**src/rtl/popcount32.sv**
```systemverilog
// Counts set bits of a 32-bit vector; purely combinational, no flow control.
// Kept standalone so a pipelined variant can drop in later.
module popcount32 (
    input  logic [31:0] vec_i,
    output logic [5:0]  cnt_o
);

    always_comb begin
        cnt_o = '0;
        for (int i = 0; i < 32; i++) begin
            cnt_o = cnt_o + {5'd0, vec_i[i]};
        end
    end

endmodule

```
**config.mk**
```make
export PLATFORM = sky130hd
export DESIGN_NAME = popcount32
export DESIGN_NICKNAME = d
export VERILOG_FILES = /design/src/rtl/popcount32.sv
export SDC_FILE = /design/constraint.sdc
export NUM_CORES = 1
export LEC_CHECK = 0
export BUFFER_PORTS_ARGS = -buffer_cell sky130_fd_sc_hd__buf_4
export CAP_MARGIN = 5
export CORE_UTILIZATION = 40
export DETAILED_ROUTE_END_ITERATION = 6
export PLACE_DENSITY = 0.81
export SLEW_MARGIN = 5
export SYNTH_ARGS = -nofsm -noshare
export SYNTH_HDL_FRONTEND = slang
export SYNTH_SLANG_ARGS = --single-unit
```
**constraint.sdc**
```tcl
create_clock -name vclk -period 12.1
set_input_delay 1.21 -clock vclk [all_inputs]
set_output_delay 1.21 -clock vclk [all_outputs]
set_load 0.1 [all_outputs]
```
Word level (Yosys, flattened, before mapping)
Cells that the tools add are included.
{ "word_totals": {"reg_bits": 0, "wordCells": 31, "inputBits": 32} }
{ "classes": {"add_sub_neg": 31} }
{ "op_table": {"columns": ["cell", "count"], "rows": [
  ["$add A6 B1 Y6", 26],
  ["$add A5 B1 Y6", 1],
  ["$add A4 B1 Y5", 1],
  ["$add A3 B1 Y4", 1],
  ["$add A2 B1 Y3", 1],
  ["$add A1 B1 Y2", 1]
]} }

Depth between registers and ports, before layout
{ "depth": {"word_depth": 31, "ltp_mapped": 16} }

Least setup slack after synthesis
OpenSTA, ideal clock, no wires.
{ "synth_path": {"kind": "in2out", "startpoint": "in vec_i[0]", "endpoint": "out cnt_o[5]", "path_buffers": 0, "slack_ns": 3.888, "t_arrival_ns": 7.002, "cell_stages": 14, "path_cell_list": "inv_1 > fa_1 > inv_1 > fa_1 > fa_1 > fa_1 > fa_1 > inv_1 > fa_1 > inv_1 > ha_1 > a21o_1 > a21oi_2 > o21ai_0"} }
{ "synth_between": {"elab_chain_len": 31} }
{ "synth_lines": {"columns": ["element", "line_no", "source"], "rows": [
  ["from (decl)", "4", "input logic [31:0] vec_i,"],
  ["$add A1 B1 Y2", "11", "cnt_o = cnt_o + {5'd0, vec_i[i]};"],
  ["$add A2 B1 Y3", "11", null],
  ["$add A3 B1 Y4", "11", null],
  ["$add A4 B1 Y5", "11", null],
  ["$add A5 B1 Y6", "11", null],
  ["$add A6 B1 Y6 (26 in a row)", "11", null],
  ["to (decl)", "5", "output logic [5:0] cnt_o"]
]} }
No other way between the ends.

Final worst setup path
{ "layout_path": {"startpoint": "in vec_i[0]", "endpoint": "out cnt_o[4]"} }
Same word-level chain as after synthesis.

==> flow_summary_export.csv <==
group,metric,value,unit
routing,ant_nets,0,
logic_synthesis,synth_nets,136,
timing,worst_pin_slew,0.2806,ns
logic_synthesis,avgSynthCellArea,10.39,um2
timing,fin_crit,7.043,ns
timing,finalSetupViolCount,0,
logic_synthesis,synth_xor_area_share,3.465,%
timing,relSlewSlack,81.45,%
timing,period_share,58.21,%
routing,viasPerCell,4.221,
layout,num_antenna_cells,0,
worst_setup_path,required,10.89,ns
layout,area_delta_synth_final,41.75,%
worst_setup_path,critPathMaxFanout,2,
worst_hold_path,hp-class,"in2out",
worst_setup_path,endpoint_kind,"output pin",
global_routing,top_usage_layer,"met2",
worst_setup_path,worstPathCellList,"buf_4, inv_1, fa_1, inv_1, fa_1, fa_1, fa_1, fa_1, inv_1, fa_1, inv_1, ha_1, inv_1, fa_1, nand2b_1, a21oi_2, xor2_1, buf_4",
layout,final_cell_mix,"38 x buf_4, 30 x inv_1, 24 x fa_1, 7 x ha_1",
floorplanning,num_rows,15,
logic_synthesis,synth_simple_gate_area_share,2.805,%
floorplanning,die-area,2074,um2
global_routing,grt_start_max_net_pins,4,
layout,drive_above_1_share,36.04,%
logic_synthesis,synth_warnings,0,
global_routing,grt_first_pass_wirelength,2201,um
floorplanning,core,1745,um2
routing,post_drt_wl_per_cell,9.625,um
routing,initialDrtViolationCount,3,
layout,stdcell_count,136,
worst_setup_path,slowest_delay,0.54,ns
layout,final-seq-area,0,um2
logic_synthesis,ys_types,11,
placement,dp_slack,5.019,ns
routing,drc,0,
layout,fin_nets,176,
routing,vias,574,
floorplanning,start_util,43.44,%
routing,wl,1309,um
logic_synthesis,synth_fa_ha_area_share,74.92,%
timing,slew_violations,0,
logic_synthesis,muxShareOfSynthArea,0,%
worst_setup_path,critPathKind,"in2out",
logic_synthesis,synth_cells,73,
placement,place.gp.congestion,0.6469,
worst_setup_path,critPathMostFrequentCell,"fa_1",
logic_synthesis,syn_area,758.2,um2
layout,final_common_cell,"buf_4",
floorplanning,io_pins,38,
routing,drtPass1Iterations,2,
worst_setup_path,cpMaxStageDelayCell,"fa_1",
layout,seq_cell_count,0,
timing,rsz0062_at_grt,"false",
timing,timing.final.ws_setup,5.057,ns
logic_synthesis,yosysSeqAreaShare,0,%
global_routing,use_met3,0.3968,%
floorplanning,fp.dieH,45.54,um
global_routing,grt-ovfl-total,0,
global_routing,grt_util_all_layers,14.04,%
clocking,cts-hold-fix-buffers,0,
global_routing,use_met1,13.67,%
flow_run,cap_viol_max_count,0,
timing,clock.fmax,142.0,MHz
clocking,cts_resized,0,
worst_setup_path,cp_data_arrival_time,5.83,ns
logic_synthesis,synth_top_family_by_area,"adder cells",
worst_setup_path,critPathLaunchType,"input pin",
placement,io_buffers,38,
layout,clkbuf_count,0,
clocking,cts_setup_buffers,0,
global_routing,use_met2,31.71,%
layout,fillers,155,
run_status,status,"completed",
layout,utilization,61.58,%
logic_synthesis,synth_compound_area_share,3.960,%
placement,placed_cells,136,
global_routing,grt_pass1_vias,645,
global_routing,antenna_found_initial,0,
layout,multiInputGateArea,645.6,um2
placement,hpwlAfterDp,1339,um
timing,hold_viol,0,
timing,fin_tns_setup,0,ns
floorplanning,die_w,45.54,um
-- metal layers --
metal	vias to the layer above	wire (um)
met2	22	833
met3	0	60
met5	-	0
met1	276	415
li1	276	-
met4	0	0
-- stage by stage --
stage	hold WS, ns	instance area, um2
global route	2.931	1075
floorplan	2.966	758.2
CTS	2.899	1075
global placement	2.893	1075
finish	2.896	1075
detailed placement	2.897	1075
-- worst max-delay path: cells and delay by family --
| family | cells | cell delay, ns |
|---|---|---|
| AOI/OAI and AO/OA | 1 | 0.13 |
| xor gates and xnor gates | 1 | 0.15 |
| adders and majority gates | 8 | 3.50 |
| buffers and inverters | 7 | 0.65 |
| and+or+nand+nor | 1 | 0.17 |
-- final timing paths --
path                     start       end  slack [ns]  cells after the start
worst max-delay path  vec_i[0]  cnt_o[4]        5.06                     18
worst min-delay path  vec_i[2]  cnt_o[0]        2.90                      3
-- synthesized netlist by cell type --
| cell type | number | area share (%) |
|---|---|---|
| inv_1 | 30 | 15 |
| fa_1 | 24 | 63 |
| ha_1 | 7 | 12 |
| a21oi_2 | 2 | 2.3 |
| nand2_1 | 2 | 0.99 |
| nor2_1 | 2 | 0.99 |
| xnor2_1 | 2 | 2.3 |
| a21o_1 | 1 | 0.99 |
| nand2b_1 | 1 | 0.83 |
| o21ai_0 | 1 | 0.66 |
| xor2_1 | 1 | 1.2 |
-- area by class of cell --
class                      count  share of cell area (%)
multi-input combinational     43                   60.07
inverter                      30                   10.48
timing repair buffer          38                   26.54
tap                           25                   2.910
-- logic make-up (layout without fill, tap and decap cells) --
family | count (synthesis) | count (layout)
compound gates | 4 | 4
simple gates | 5 | 5
buf+inv | 30 | 68
xor+xnor | 3 | 3
fa+ha+maj | 31 | 31
Power is left out: the tool's default activity adds up to more than one toggle a clock period on the data nets, which glitch-free logic cannot reach.
